File: src/rtl/audio_volume_ctrl.sv
// -----------------------------------------------------------------------------
// audio_volume_ctrl
//   Stereo square-wave tone generator with a shared 8-level volume control.
//   Each channel divides clk by its half-period to produce a square wave whose
//   amplitude is volume * AMP_STEP. Mute, volume 0 and a zero half-period
//   (rest) all produce silence.
//
// Ports
//   clk            in   system clock, rising-edge active
//   rst            in   synchronous active-high reset
//   vol_up         in   one-cycle pulse, raise volume one step (saturates at 7)
//   vol_down       in   one-cycle pulse, lower volume one step (saturates at 0)
//   mute           in   level, 1 forces both samples to zero
//   half_period_l  in   left tone half-period in clk cycles, 0 = rest
//   half_period_r  in   right tone half-period in clk cycles, 0 = rest
//   audio_in_left  out  registered signed left sample
//   audio_in_right out  registered signed right sample
//   volume         out  current volume level 0..7
//   vol_led        out  volume bar graph
// -----------------------------------------------------------------------------
module audio_volume_ctrl #(
  parameter int unsigned VOL_RESET = 3,
  parameter int unsigned AMP_STEP  = 4096
) (
  input  logic               clk,
  input  logic               rst,
  input  logic               vol_up,
  input  logic               vol_down,
  input  logic               mute,
  input  logic [21:0]        half_period_l,
  input  logic [21:0]        half_period_r,
  output logic signed [15:0] audio_in_left,
  output logic signed [15:0] audio_in_right,
  output logic [2:0]         volume,
  output logic [7:0]         vol_led
);

  localparam logic [2:0]  VOL_RESET_C = 3'(VOL_RESET);
  localparam logic [14:0] AMP_STEP_C  = 15'(AMP_STEP);

  // Bar graph for a volume level. The top level lights the whole bar so
  // full scale reads as all LEDs on.
  function automatic logic [7:0] vol_bar(input logic [2:0] v);
    logic [7:0] bar;
    case (v)
      3'd0:    bar = 8'h00;
      3'd1:    bar = 8'h01;
      3'd2:    bar = 8'h03;
      3'd3:    bar = 8'h07;
      3'd4:    bar = 8'h0F;
      3'd5:    bar = 8'h1F;
      3'd6:    bar = 8'h3F;
      3'd7:    bar = 8'hFF;
      default: bar = 8'h00;
    endcase
    return bar;
  endfunction

  logic [2:0]  volume_q, volume_d;
  logic [7:0]  vol_led_q, vol_led_d;
  logic [14:0] amp_s;

  logic [21:0] hp_s     [2];
  logic [21:0] cnt_q    [2];
  logic [21:0] cnt_d    [2];
  logic        phase_q  [2];
  logic        phase_d  [2];
  logic [15:0] sample_q [2];
  logic [15:0] sample_d [2];

  assign hp_s[0] = half_period_l;
  assign hp_s[1] = half_period_r;

  // Volume next state: saturating up/down; simultaneous pulses cancel.
  always_comb begin
    volume_d = volume_q;
    if (vol_up && !vol_down) begin
      if (volume_q != 3'd7) begin
        volume_d = volume_q + 3'd1;
      end else begin
        volume_d = volume_q;
      end
    end else if (vol_down && !vol_up) begin
      if (volume_q != 3'd0) begin
        volume_d = volume_q - 3'd1;
      end else begin
        volume_d = volume_q;
      end
    end else begin
      volume_d = volume_q;
    end
    // Bar is registered from the next volume so it tracks volume with no lag.
    vol_led_d = vol_bar(volume_d);
  end

  assign amp_s = AMP_STEP_C * {12'd0, volume_q};

  // Per-channel tone counters and sample selection.
  always_comb begin
    for (int ch = 0; ch < 2; ch++) begin
      cnt_d[ch]    = cnt_q[ch];
      phase_d[ch]  = phase_q[ch];
      sample_d[ch] = 16'd0;
      if (hp_s[ch] == 22'd0) begin
        cnt_d[ch]   = 22'd0;
        phase_d[ch] = 1'b0;
      end else if (cnt_q[ch] >= hp_s[ch] - 22'd1) begin
        // >= rather than == so a shortened half-period wraps at once
        // instead of running the counter round 2^22.
        cnt_d[ch]   = 22'd0;
        phase_d[ch] = ~phase_q[ch];
      end else begin
        cnt_d[ch]   = cnt_q[ch] + 22'd1;
        phase_d[ch] = phase_q[ch];
      end
      if (mute || (volume_q == 3'd0) || (hp_s[ch] == 22'd0)) begin
        sample_d[ch] = 16'd0;
      end else if (phase_q[ch]) begin
        sample_d[ch] = {1'b0, amp_s};
      end else begin
        sample_d[ch] = 16'd0 - {1'b0, amp_s};
      end
    end
  end

  // State and output registers.
  always_ff @(posedge clk) begin
    if (rst) begin
      volume_q  <= VOL_RESET_C;
      vol_led_q <= vol_bar(VOL_RESET_C);
      for (int ch = 0; ch < 2; ch++) begin
        cnt_q[ch]    <= 22'd0;
        phase_q[ch]  <= 1'b0;
        sample_q[ch] <= 16'd0;
      end
    end else begin
      volume_q  <= volume_d;
      vol_led_q <= vol_led_d;
      for (int ch = 0; ch < 2; ch++) begin
        cnt_q[ch]    <= cnt_d[ch];
        phase_q[ch]  <= phase_d[ch];
        sample_q[ch] <= sample_d[ch];
      end
    end
  end

  assign volume         = volume_q;
  assign vol_led        = vol_led_q;
  assign audio_in_left  = sample_q[0];
  assign audio_in_right = sample_q[1];

endmodule

File: config.mk
export PLATFORM = sky130hd
export DESIGN_NAME = audio_volume_ctrl
export DESIGN_NICKNAME = d
export VERILOG_FILES = /design/src/rtl/audio_volume_ctrl.sv
export SDC_FILE = /design/constraint.sdc
export NUM_CORES = 1
export LEC_CHECK = 0
export CAP_MARGIN = 20
export CORE_MARGIN = 2
export CORE_UTILIZATION = 30
export DETAILED_ROUTE_END_ITERATION = 16
export PLACE_DENSITY_LB_ADDON = 0.3
export SLEW_MARGIN = 15
export SYNTH_ARGS = -nofsm -noshare
export SYNTH_HDL_FRONTEND = slang
export SYNTH_SLANG_ARGS = --single-unit
File: constraint.sdc
create_clock -name clk -period 4.13 [get_ports clk]
set_input_delay 0.826 -clock clk [delete_from_list [all_inputs] [get_ports clk]]
set_output_delay 0.826 -clock clk [all_outputs]
set_load 0.03 [all_outputs]
Word level (Yosys, flattened, before mapping)
Memory sizes are Yosys's and may differ from the RTL's. A register that Yosys moved wholly into a read port is not among the register bits.
Index checks and enable logic that the tools add are counted.
{"block": "totals", "mem_bits_rw": 78, "reg_bits": 3, "output_inout_bits": 43, "romBits": 64, "elab_cells": 59, "in_bits": 49, "n_memories": 4}
{"block": "classes", "eq_ne": 1, "bitwise": 8, "n_reduce_logical": 11, "n_mux": 25, "n_addsub": 7, "order_cmp": 2}
{"memory": "(no name shown)", "depth": 8, "width": 8, "read_ports": 1, "rd_clocked_by_memory_dff": 1, "wr": 0, "line_no": "45", "text": "case (v)"}
{"memory": "cnt_q", "depth": 2, "width": 22, "read_ports": 2, "rd_clocked_by_memory_dff": 0, "wr": 2, "line_no": "64", "text": "logic [21:0] cnt_q [2];"}
{"memory": "sample_q", "depth": 2, "width": 16, "read_ports": 2, "rd_clocked_by_memory_dff": 0, "wr": 2, "line_no": "68", "text": "logic [15:0] sample_q [2];"}
{"memory": "phase_q", "depth": 2, "width": 1, "read_ports": 2, "rd_clocked_by_memory_dff": 0, "wr": 2, "line_no": "66", "text": "logic phase_q [2];"}
{"operator": "22-bit two-way mux", "n": 6}
{"operator": "16-bit two-way mux", "n": 6}
{"operator": "22-bit by 1-bit adder with 22-bit output, second input constant", "n": 2}
{"operator": "22-bit greater-or-equal comparator", "n": 2}
{"operator": "22-bit zero test", "n": 2}
{"operator": "22-bit by 1-bit subtractor with 22-bit output, second input constant", "n": 2}
{"operator": "1-bit by 15-bit subtractor with 16-bit output, first input constant", "n": 1}
{"operator": "3-bit two-way mux", "n": 4}
{"operator": "1-bit two-way mux", "n": 9}
{"operator": "1-bit OR", "n": 6}
{"operator": "3-bit by 1-bit adder with 3-bit output, second input constant", "n": 1}
{"operator": "3-bit zero test", "n": 1}
{"operator": "1-bit logical OR", "n": 3}
{"operator": "3-bit inequality test, second input constant", "n": 1}
{"operator": "3-bit nonzero test", "n": 1}
{"operator": "3-bit by 1-bit subtractor with 3-bit output, second input constant", "n": 1}
{"operator": "1-bit logical AND", "n": 2}
{"operator": "1-bit zero test", "n": 2}
{"operator": "1-bit inverter", "n": 2}

Depth between registers and ports, before layout
{"block": "depth", "ltp_word": 5, "mapped_depth": 16, "mapped_depth_nobuf": 15}

Least setup slack after synthesis
Ideal clock, no wire load.
{"block": "synth_path", "kind": "input to register", "from": "input port half_period_l[11]", "to": "memory cnt_q[0][14]", "setup_slack_ns": 0.584, "n_path_buf": 1, "setup_ns": 0.065, "t_required_ns": 4.065, "arrival_time_ns": 3.481, "path_stages": 13, "path_cell_list": "nor4_2 nand2b_1 or3_4 or3_1 nor3_2 xnor2_1 ha_1 a21o_1 a21oi_1 o211ai_1 or3_4 buf_6 nor2_1"}
{"element": "from (decl)", "line_no": "30", "text": "input logic [21:0] half_period_l,"}
{"element": "to (decl)", "line_no": "64"}

==> impl_metrics.csv <==
group,metric,value,unit
outcome,status,"completed",
routing,wl_per_cell,11.96,µm
sta,fmax,259.5,MHz
layout,finish.instance_area,5771,µm²
placed_design,io_buffers,67,
pwr,p_comb_share,19.1,%
layout,syn2layout_area_growth,29.62,%
synth,ys_types,46,
sta,finalWorstPathRequiredPeriod,3854,ps
routing,vias,3812,
worst_setup_path,path_cells,"clkdlybuf4s50_1 > inv_1 > ha_1 > nand2b_1 > nand3b_1 > nor3_1 > nand2b_1 > nor3_1 > xnor2_1 > ha_1 > nand4_1 > nor4_2 > nor3b_2 > a221oi_2 > nand3_1 > buf_4 > nor2_1",
pwr,p_per_area,297.8,nW/µm²
placed_design,dpl.hpwl,7.938,mm
synth,yosysSeqAreaShare,28.33,%
global_routing,grt_pass1_wl,16.51,mm
synth,syn_area,4452,µm²
clock_network,clock_path_buffers,2,
placed_design,dpl-instance-area,5440,µm²
worst_setup_path,r2r_setup_slack,1660,ps
worst_setup_path,cp_slowest_cell,"clkdlybuf4s50_1",
sta,timing.slew.headroom,53.77,%
floorplan,rows,44,
global_routing,grt-ovfl-total,0,
worst_setup_path,startpoint_type,"input port",
worst_setup_path,cp.arrival,4060,ps
clock_network,ctsHoldBuffers,0,
global_routing,grt_max_degree,23,
floorplan,die_w,125.8,µm
clock_network,path_clk_slew,50,ps
worst_setup_path,required,4340,ps
sta,slew_viol_final,0,
clock_network,cts.sinks,63,
global_routing,grt_use_total,12.38,%
synth,syn_inst,534,
pwr,swShare,27.51,%
layout,fin_nets,738,
synth,yosysMostFrequentCell,"nor2_1",
worst_setup_path,end_kind,"register",
routing,antenna_left,0,
synth,synthTopCellsByArea,"dfxtp_1, ha_1, xnor2_1",
synth,syn_avg_cell_area,8.337,µm²
pwr,intPower,1.246,mW
layout,antennaDiodeCount,0,
global_routing,antenna_found_initial,0,
synth,synth_edf_count,0,
clock_network,cts_tree,"built",
synth,ys_top_cells_by_count,"nor2_1, dfxtp_1, xnor2_1",
layout,stdcell_count,824,
floorplan,die_y,125.8,µm
pwr,p_clk_share,43.1,%
synth,ys.flop_type,"dfxtp_1",
layout,fillCellCount,1470,
clock_network,htreeDepth,3,
sta,worst_pin_slew,687.1,ps
worst_setup_path,critPathKind,"in -> reg",
sta,setup_viol,0,
job,cap_violations,0,
min_path,hp-class,"reg -> reg",
worst_setup_path,max_stage_delay,430,ps
pwr,p_leak,2.246,nW
routing,drt_first_pass_iters,4,
pwr,p_switching,0.4727,mW
routing,drc_errors,0,
placed_design,place_congestion,0.8050,
sta,finalHoldViolations,0,
placed_design,placed_cells,808,
layout,drive_gt1_share,10.00,%
sta,hold_ws,463.7,ps
synth,yosysTopAreaCell,"dfxtp_1",
global_routing,grt_pass1_vias,3739,
floorplan,num_io_pins,92,
pwr,vdd_drop_max,0.1971,mV
floorplan,die_area,15830,µm²
clock_network,clk_latency,320,ps
clock_network,clock-root-buffer,"clkbuf_16",
synth,async_flop_share,0,%
floorplan,coreArea,14530,µm²
routing,drtIter0Drc,176,
sta,finClkSkew,4.530,ps
routing,wirelength,9.855,mm
synth,yosys_warnings,0,
synth,synth_seq_cells,63,
synth,synthDominantCellAreaShare,28.33,%
sta,fin_crit_sh,93.31,%
floorplan,initial_core_util,30.63,%
pwr,sequentialPowerShare,37.8,%
pwr,power,1.718,mW
routing,vias_per_cell,4.626,
worst_setup_path,path_max_fanout,13,
clock_network,numCtsBuffers,9,
## stage by stage
stage	TNS (ps)	util, %	setup slack, ps
2_1_floorplan	0	-	584.1
3_3_place_gp	-2566	37.43	-127.5
3_5_place_dp	-5205	37.43	-207.2
4_1_cts	0	39.48	96.46
5_1_grt	-496.0	39.70	-57.21
6_report	0	39.70	276.3
## routing by layer
layer  track usage, %  up-vias  wire [µm]
met4            3.103        0         59
met3            2.209        6        392
met1            15.50     1725       4650
met5                0        -          0
li1                 -     2002          -
met2            22.03       79       4753
## critical path, delay by kind of cell
family	cells	cell delay, ps
compound gates	1	110
xor+xnor	1	110
fa+ha+maj	2	500
buf+inv	3	720
simple gates	10	1790
## power by group through the flow
stage	Sequential, mW	Clock [mW]	Combinational, mW
global route	0.652	0.782	0.359
detailed placement	0.662	0	0.327
floorplan	0.692	0	0.170
finish	0.649	0.741	0.329
CTS	0.649	0.758	0.329
global placement	0.662	0	0.321
## cell families (layout without fill, tap and decap cells)
kind of cell	count (synthesis)	in the layout	synth area share, %
multiplexers	4	4	0.8994
buffers and inverters	53	136	7.054
other	1	24	0.08424
flip-flops	63	63	28.33
adder cells (fa/ha/maj)	54	54	15.18
AND/OR/NAND/NOR	239	239	26.76
AO/OA/AOI/OAI	38	38	5.565
XOR/XNOR	82	82	16.13
## layout make-up
class	instances	area (µm²)	area share [%]
clock inverters	7	72.57	1.258
well taps	184	230.2	3.990
inverters	22	82.58	1.431
repair buffers	98	903.4	15.65
clock buffers	9	225.2	3.903
multi-input cells	441	2995	51.91
flip-flops and latches	63	1261	21.86
## final timing paths
check                                      start            to  depth (start not counted)
worst min register to register      cnt_q[0][22]  cnt_q[0][22]                          1
worst max register to register       cnt_q[0][3]  cnt_q[0][10]                          7
worst min-delay path                cnt_q[0][22]  cnt_q[0][22]                          1
worst max-delay path            half_period_r[0]  cnt_q[0][24]                         17
## registers in the layout (all words and copies together), names as in the netlist
| register | flops |
|---|---|
| phase_q | 2 |
| sample_q | 8 |
| volume | 2 |
| vol_led | 7 |
| cnt_q | 44 |
## what timing repair did
item / 4_1_cts / 5_1_grt
resized for setup: 0 / 6
setup endpoints to repair: 0 / 34
setup buffers: 0 / 0
## placed cells by master, fill, tap and decap left out, types with 11 or more instances in the layout
cell,n
clkdlybuf4s50_1,67
ha_1,54
dfxtp_1,63
nand4_1,11
xor2_1,27
nor2_1,84
xnor2_1,55
a21oi_1,20
nand2_1,33
conb_1,24
buf_4,31
inv_1,22
nand3_1,28
nor3_1,26
Note: power is estimated with default switching activity, not from simulation.
